--- src/rtl/fp_pkg.sv ---
// Shared single-precision definitions for the fp datapath blocks (fpadd, fpmult, converters).
package fp_pkg;
    localparam int          FP_EXP_W  = 8;
    localparam int          FP_FRAC_W = 23;
    localparam int          FP_BIAS   = 127;
    localparam logic [31:0] FP_QNAN   = 32'h7fc00000;

    typedef struct packed {
        logic                 sign;
        logic [FP_EXP_W-1:0]  exp;
        logic [FP_FRAC_W-1:0] frac;
    } fp32_t;

    typedef enum logic [2:0] {
        UNPACK, ALIGN, ADD, NORM, PACK, FIN
    } fpadd_state_t;

    function automatic logic fp_is_nan(input fp32_t v);
        return (v.exp == '1) && (v.frac != '0);
    endfunction
endpackage

--- src/rtl/fp_lzc.sv ---
// Combinational 28-bit leading-zero counter; an all-zero input reports 28.
module fp_lzc (
    input  logic [27:0] din,
    output logic [4:0]  cnt
);
    always_comb begin
        cnt = 5'd28;
        // Scanning upward lets the highest set bit win.
        for (int i = 0; i < 28; i++)
            if (din[i]) cnt = 5'(27 - i);
    end
endmodule

--- src/rtl/fpadd.sv ---
// Multi-cycle binary32 adder, fixed 5-cycle latency, start-by-reset / done handshake.
// Define FPADD_ROUND_EN for round-to-nearest-even; otherwise results truncate toward zero.
import fp_pkg::*;

module fpadd (
    input  logic        clk,
    input  logic        reset,
    input  logic [31:0] dataa,
    input  logic [31:0] datab,
    output logic [31:0] result,
    output logic        done
);
`ifdef FPADD_ROUND_EN
    localparam logic RND_EN = 1'b1;
`else
    localparam logic RND_EN = 1'b0;
`endif

    fpadd_state_t       state;
    fp32_t              a, b;
    logic               sgn, sub, spec, zro;
    logic [31:0]        spec_val;
    logic [7:0]         ea, eb;
    logic [23:0]        ma, mb;
    logic [26:0]        ma27, mb27, mn;
    logic [27:0]        sum;
    logic signed [9:0]  ex;

    assign a = dataa;
    assign b = datab;

    // UNPACK: flush denormals, classify specials, order operands by magnitude
    logic        a_zero, b_zero, a_inf, b_inf, swap, spec_c;
    logic [30:0] a_mag, b_mag, big_mag, sml_mag;
    logic [31:0] spec_val_c;
    always_comb begin
        a_zero  = (a.exp == '0);
        b_zero  = (b.exp == '0);
        a_inf   = (a.exp == '1) && (a.frac == '0);
        b_inf   = (b.exp == '1) && (b.frac == '0);
        a_mag   = a_zero ? '0 : {a.exp, a.frac};
        b_mag   = b_zero ? '0 : {b.exp, b.frac};
        swap    = b_mag > a_mag;
        big_mag = swap ? b_mag : a_mag;
        sml_mag = swap ? a_mag : b_mag;
        spec_c     = 1'b1;
        spec_val_c = '0;
        if (fp_is_nan(a) || fp_is_nan(b) || (a_inf && b_inf && (a.sign != b.sign)))
            spec_val_c = FP_QNAN;
        else if (a_inf)
            spec_val_c = dataa;
        else if (b_inf)
            spec_val_c = datab;
        else if (!(a_zero && b_zero))
            spec_c = 1'b0;
    end

    // ALIGN: single barrel shift of B with everything shifted out folded into sticky
    logic [7:0]  diff;
    logic [26:0] mb_ext, lost, mb_al;
    always_comb begin
        diff   = ea - eb;
        mb_ext = {mb, 3'b000};
        lost   = '0;
        if (diff >= 8'd27) begin
            mb_al = {26'd0, |mb_ext};
        end else begin
            lost  = mb_ext & ~(27'h7ffffff << diff[4:0]);
            mb_al = (mb_ext >> diff[4:0]) | {26'd0, |lost};
        end
    end

    // NORM: leading 1 lands on bit 26 of mn
    logic [4:0]        lz;
    logic [26:0]       mn_c;
    logic signed [9:0] ex_n;
    fp_lzc u_lzc (.din(sum), .cnt(lz));
    always_comb begin
        if (sum[27]) begin
            mn_c = {sum[27:2], |sum[1:0]};
            ex_n = ex + 10'sd1;
        end else begin
            mn_c = sum[26:0] << (lz - 5'd1);
            ex_n = ex + 10'sd1 - $signed({5'd0, lz});
        end
    end

    // PACK: round on G/R/S, renormalise a rounding carry, then range-check
    logic [23:0]       mant;
    logic [24:0]       mr;
    logic              rnd;
    logic signed [9:0] pe;
    logic [22:0]       fr;
    logic [31:0]       res_c;
    always_comb begin
        mant = mn[26:3];
        rnd  = RND_EN & mn[2] & (mn[1] | mn[0] | mant[0]);
        mr   = {1'b0, mant} + {24'd0, rnd};
        pe   = mr[24] ? ex + 10'sd1 : ex;
        fr   = mr[24] ? mr[23:1] : mr[22:0];
        if (spec)
            res_c = spec_val;
        else if (zro)
            res_c = '0;
        else if (pe >= 10'sd255)
            res_c = {sgn, 8'hff, 23'd0};
        else if (pe <= 10'sd0)
            res_c = '0;
        else
            res_c = {sgn, pe[7:0], fr};
    end

    always_ff @(posedge clk) begin
        if (reset) begin
            state  <= UNPACK;
            done   <= 1'b0;
            result <= '0;
        end else begin
            case (state)
                UNPACK: begin
                    sgn      <= swap ? b.sign : a.sign;
                    sub      <= a.sign ^ b.sign;
                    ea       <= big_mag[30:23];
                    eb       <= sml_mag[30:23];
                    ma       <= (big_mag[30:23] == '0) ? '0 : {1'b1, big_mag[22:0]};
                    mb       <= (sml_mag[30:23] == '0) ? '0 : {1'b1, sml_mag[22:0]};
                    spec     <= spec_c;
                    spec_val <= spec_val_c;
                    state    <= ALIGN;
                end
                ALIGN: begin
                    ma27  <= {ma, 3'b000};
                    mb27  <= mb_al;
                    ex    <= {2'b00, ea};
                    state <= ADD;
                end
                ADD: begin
                    sum   <= sub ? {1'b0, ma27} - {1'b0, mb27} : {1'b0, ma27} + {1'b0, mb27};
                    state <= NORM;
                end
                NORM: begin
                    mn    <= mn_c;
                    ex    <= ex_n;
                    zro   <= (sum == '0);
                    state <= PACK;
                end
                PACK: begin
                    result <= res_c;
                    done   <= 1'b1;
                    state  <= FIN;
                end
                default: state <= FIN;
            endcase
        end
    end
endmodule

--- config.mk ---
export PLATFORM = sky130hd
export DESIGN_NAME = fpadd
export DESIGN_NICKNAME = d
export VERILOG_FILES = /design/src/rtl/fp_pkg.sv /design/src/rtl/fp_lzc.sv /design/src/rtl/fpadd.sv
export SDC_FILE = /design/constraint.sdc
export NUM_CORES = 1
export LEC_CHECK = 0
export BUFFER_PORTS_ARGS = -buffer_cell sky130_fd_sc_hd__buf_2
export CAP_MARGIN = 25
export CELL_PAD_IN_SITES_DETAIL_PLACEMENT = 0
export CELL_PAD_IN_SITES_GLOBAL_PLACEMENT = 1
export CORE_MARGIN = 8
export CORE_UTILIZATION = 53
export DETAILED_ROUTE_END_ITERATION = 8
export GPL_TIMING_DRIVEN = 0
export HOLD_SLACK_MARGIN = 0.06
export PLACE_DENSITY_LB_ADDON = 0.1
export SYNTH_ARGS = -nofsm -noshare
export SYNTH_HDL_FRONTEND = slang
export SYNTH_SLANG_ARGS = --single-unit
export TNS_END_PERCENT = 20
--- constraint.sdc ---
create_clock -name clk -period 36.1 [get_ports clk]
set_input_delay 3.61 -clock clk [delete_from_list [all_inputs] [get_ports clk]]
set_output_delay 3.61 -clock clk [all_outputs]
set_load 0.03 [all_outputs]
# Word-level counts from Yosys, hierarchy flattened
# Index checks and enable logic that the tools add are counted.
# word_totals
register_bits	251
inputBits	66
output_inout_bits	33
# classes
addsub	6
magnitude_cmp	4
eq_ne	7
n_shift	3
mux	48
bitwise_logic	5
reduce_logical	29
# ops
cell	count
2-to-1 mux 32 bit	6
2-to-1 mux 31 bit	4
2-to-1 mux 5 bit	16
2-to-1 mux 24 bit	2
logical NOT 23 bit	2
nonzero test 23 bit	2
logical NOT 8 bit	4
2-to-1 mux 4 bit	8
greater-than comparator 31 bit	1
adder 27 x 27 -> 28 bit	1
logical NOT 28 bit	1
2-to-1 mux 28 bit	1
subtractor 27 x 27 -> 28 bit	1
AND 27 bit	1
inverter 27 bit	1
bitwise OR 27 x 1 -> 27 bit	1
OR reduction 27 bit	1
<< shifter 27 x 5 -> 26 bit	1
<< shifter 27 x 5 -> 27 bit, first input constant	1
>> shifter 27 x 5 -> 27 bit	1
2-to-1 mux 26 bit	1
OR reduction 24 bit	1
one-hot mux 10 bit (2 select lines)	1
== test 8 bit, second input constant	2
24 further kinds	41

# Logic depth before layout (Yosys ltp)
# depth
word_depth	31
mapped_depth	19
ltp_nobuf	16

# Modules after synthesis
# From an unflattened synthesis, not the netlist that was laid out.
# hier_totals
hier_cells	1736
area_unflattened_um2	16773.6
# by_module_without_submodules
mod	n_inst	cells_per_inst	area_each_um2
fpadd	1	1676	16437.0
fp_lzc	1	60	336.6

# Least setup slack after synthesis
# Ideal clock, no wire load.
# synth_path
path_type	input to register
startpoint	in reset
endpoint	reg ea[0], enable pin
t_arrival_ns	13.135
required_time_ns	35.300
path_slack_ns	22.165
cell_stages	2
path_buffers	1
cell_sequence	clkbuf_1 nor4_1
# synth_via
elab_chain_cells	2
# synth_lines
element	line_no	source
start: declaration	fpadd.sv:7	input logic reset,
inverter 1 bit (no source line)	--	
AND reduction 2 bit (no source line)	--	
end signal: assignment	fpadd.sv:123	ea <= big_mag[30:23];
end: declaration	fpadd.sv:23	logic [7:0] ea, eb;
# Every way passes these cells.
# A chain may end at the register's enable or synchronous reset.

# Worst setup path after layout
# layout_path
startpoint	in datab[27]
endpoint	reg ma[1], data pin
# layout_via
elab_chain_cells	5
# layout_lines
element	line_no	source
start: declaration	fpadd.sv:9	input logic [31:0] datab,
logical NOT 8 bit	fpadd.sv:38	b_zero = (b.exp == '0);
2-to-1 mux 31 bit (*)	fpadd.sv:42	b_mag = b_zero ? '0 : {b.exp, b.frac};
greater-than comparator 31 bit	fpadd.sv:43	swap = b_mag > a_mag;
2-to-1 mux 31 bit (*)	fpadd.sv:44	big_mag = swap ? b_mag : a_mag;
logical NOT 8 bit	fpadd.sv:125	ma <= (big_mag[30:23] == '0) ? '0 : {1'b1, big_mag[22:0]};
end signal: assignment	fpadd.sv:125	
end: declaration	fpadd.sv:24	logic [23:0] ma, mb;
# Mark *: on every way between the ends. The rest lies on a longest branch, timed or not.

==> results.py <==
metrics = {
    "sta": {
        "hold_violations": 0,
        "slew_headroom_pct": 29.2,
        "grt_setup_unrepaired": "no",
        "tns_ps": 0,
        "skew_ps": 15.9,
        "fmax_mhz": 123,
        "layout_worst_path_cycle_share_pct": 22.5,
        "slew_violations": 0,
        "finalSetupViolations": 0,
        "fin_ws_ps": 27980,
        "layout_min_cycle_time_ps": 8120,
        "worst_pin_slew_ps": 1040,
    },
    "layout": {
        "area_delta_synth_final_pct": 12.7,
        "fillers": 2697,
        "final_nets": 2062,
        "antenna_cells": 0,
        "drive_gt1_share_pct": 11.7,
        "fin_cells": 2320,
    },
    "critical_path": {
        "crit_top_cell": "clkbuf_1",
        "critPathSlowestCell": "mux2i_1",
        "start_kind": "input port",
        "worstSetupEndpointType": "register",
        "cp_num_buf_inv": 5,
        "crit_chain": "buf_2, nor4_1, nand2_1, clkbuf_1, nand2_1, inv_1, ha_1, a21o_1, a21o_1, a21oi_1, nor2_1, a211oi_1, o21ai_0, o31ai_1, clkbuf_1, clkbuf_1, mux2i_1",
        "cp-startpoint": "datab[27]",
        "required_ps": 36360,
        "crit_type": "input port to register",
        "worst-path-max-fanout": 10,
        "path_delay_family": "buffers and inverters",
        "slowest_delay_ps": 640,
        "arrival_ps": 8380,
        "r2r_setup_slack_ps": 30830,
        "r2r_start": "sum[27]$_DFFE_PP_",
    },
    "synthesis": {
        "ys_async_sr_fraction_pct": 0,
        "synthCells": 1728,
        "synth_area_leaders": "edfxtp_1 (38%), ha_1 (7.1%), mux2i_1 (6.6%)",
        "syn_area_sq_um": 16700,
        "synth_area_per_cell_sq_um": 9.66,
        "netlist.area_leader.share_pct": 38.1,
        "yosys_most_used_dff": "edfxtp_1",
        "synth_seq_cells": 248,
        "yosysWarnings": 0,
        "yosysSeqAreaShare_pct": 42.4,
        "ys_types": 81,
        "synth_edf_count": 212,
        "synth_top_area_cell": "edfxtp_1",
    },
    "power": {
        "power_w": 0.000844,
        "pwr_density_cell_nw_per_um2": 44.9,
        "ir_drop_uv": 33.9,
        "leakagePower_nw": 7.57,
    },
    "route": {
        "drtPass1Iterations": 6,
        "num_vias": 14000,
        "first_iter_violations": 1164,
        "wl_per_cell_microns": 20.6,
        "drc_errors": 0,
        "ant_nets": 0,
        "routed_wl_microns": 47700,
        "vias_per_cell": 6.03,
    },
    "global_route": {
        "antenna_found_initial": 4,
        "grt_usage_pct": 24.4,
        "grt.overflow.total": 0,
        "grt_pass1_vias": 13400,
        "grt_pass1_wl_microns": 74300,
        "grt_max_degree": 17,
    },
    "die": {
        "dieHeight_microns": 194,
        "die_area_sq_um": 37400,
        "core_area_sq_um": 31300,
        "rows": 65,
        "io_pins": 99,
        "initial_core_util_pct": 53.3,
        "die_width_microns": 194,
    },
    "clock_tree": {
        "clock_path_buffers": 3,
        "clk_pin_slew_ps": 60,
        "cts_root_buffer": "clkbuf_16",
        "postCtsSetupBuffers": 0,
        "clkLatencyLatePin_ps": 550,
        "htree_levels": 1,
        "cts_resized": 0,
        "cts_tree": "done",
        "cts_made_buffers": 27,
        "ctsHoldBuffers": 0,
        "cts.sinks": 248,
    },
    "place": {
        "place_ws_ps": 27440,
        "dp.cells": 2270,
        "io_buffers": 98,
        "gp_congestion": 0.959,
        "dp_hpwl_microns": 38000,
    },
    "job": {
        "cap_violations": 0,
    },
    "min_path": {
        "hold_path.class": "register to register",
        "hold_start": "ma[4]$_SDFFCE_PN0P_",
    },
    "status": {
        "status": "finished clean",
    },
}
[Yosys cell counts, drive strengths merged (4+ instances only)]
cell / instances
xnor2: 34
nor3: 34
o21ai: 101
nand3: 28
mux2i: 110
nor2: 167
o21a: 8
o31ai: 11
a21oi: 104
o22ai: 5
or4: 7
a32oi: 5
xor2: 14
a211oi: 51
a21o: 17
mux4: 17
edfxtp: 212
nand2b: 15
and2: 6
nor4: 27
a31oi: 15
nor2b: 24
ha: 95
mux2: 26
inv: 108
and3: 9
or2: 5
nor3b: 6
o21bai: 10
a2111oi: 6
a211o: 5
dfxtp: 36
clkbuf: 86
buf: 16
o311ai: 7
a22o: 4
a22oi: 28
nand4: 24
a21boi: 6
o211ai: 16
or3: 14
nand2: 160
[metrics by stage]
stage / instance area, sq um / utilization, % / hold WS (ps)
floorplan: 16800 / - / 400
global placement: 17800 / 56.8 / 403
detailed placement: 18000 / 57.4 / 405
CTS: 18800 / 60.1 / 417
global route: 18800 / 60.1 / 424
finish: 18800 / 60.1 / 416
[final timing paths]
| path | end | cells past startpoint |
|---|---|---|
| setup / recovery | ma[1]$_SDFFCE_PN0P_ | 17 |
| setup reg to reg | mn[21]$_DFFE_PP_ | 15 |
| hold / removal | ma27[7]$_DFFE_PP_ | 0 |
| hold reg to reg | ma27[7]$_DFFE_PP_ | 0 |
[state kept, by name (all words and copies together), names as in the netlist]
register,cells
ma,24
ea,8
ma27,24
spec,1
done,1
mb27,27
zro,1
eb,8
sum,28
sgn,1
state,3
result,32
spec_val,32
mb,24
sub,1
mn,23
ex,10
[placed cells by master, fill, tap and decap left out, types with 10 or more instances in the layout]
cell type	synthesis	final
nand4_1	24	24
mux2_2	26	26
nand2b_1	15	15
ha_1	95	95
conb_1	1	22
nor2_1	167	166
o211ai_1	16	16
mux2i_1	110	110
clkbuf_1	86	94
mux4_2	17	17
a31oi_1	14	14
a211oi_1	51	51
xor2_1	14	14
buf_4	2	16
a22oi_1	28	28
o31ai_1	11	11
xnor2_1	32	32
a21oi_1	103	103
nor3_1	34	33
inv_1	106	106
nand2_1	160	160
o21ai_0	97	97
nor2b_1	24	24
or3_1	14	14
buf_2	5	103
a21o_1	17	17
nand3_1	28	28
nor4_1	27	26
dfxtp_1	36	36
clkbuf_16	0	27
o21bai_1	10	10
edfxtp_1	212	212
[logic make-up after synthesis]
group,count (synthesis),share of synthesized area (%)
AO/OA/AOI/OAI,429,16.7
XOR/XNOR,48,2.67
adder cells (fa/ha/maj),98,7.48
buffers and inverters,213,4.93
flip-flops,248,42.4
multiplexers,153,10.6
other,1,0.0225
AND/OR/NAND/NOR,538,15.1
[final cells by class]
| type | count | area, sq um | share of cell area (%) |
|---|---|---|---|
| repair buffers | 120 | 683 | 3.63 |
| inverters | 111 | 419 | 2.23 |
| multi-input cells | 1288 | 8890 | 47.2 |
| clock buffers | 35 | 706 | 3.75 |
| well taps | 402 | 503 | 2.67 |
| plain buffers | 102 | 404 | 2.15 |
| clock inverters | 14 | 126 | 0.672 |
| flip-flops and latches | 248 | 7090 | 37.7 |
[power by group]
part	switching, W	total [W]	internal [W]
clock network	0.000110	0.000262	0.000152
registers	0.0000129	0.000348	0.000335
logic	0.000148	0.000234	0.0000860
[layer usage]
layer | track usage (%) | vias up | routed length (microns) | share of wire, %
li1 | - | 6718 | - | -
met1 | 33.4 | 6741 | 21800 | 46
met2 | 38.7 | 447 | 21400 | 45
met3 | 4.51 | 94 | 3040 | 6.4
met4 | 8.18 | 0 | 1420 | 3.0
met5 | 0 | - | 0 | 0
Note: power is estimated with default switching activity, not from simulation.
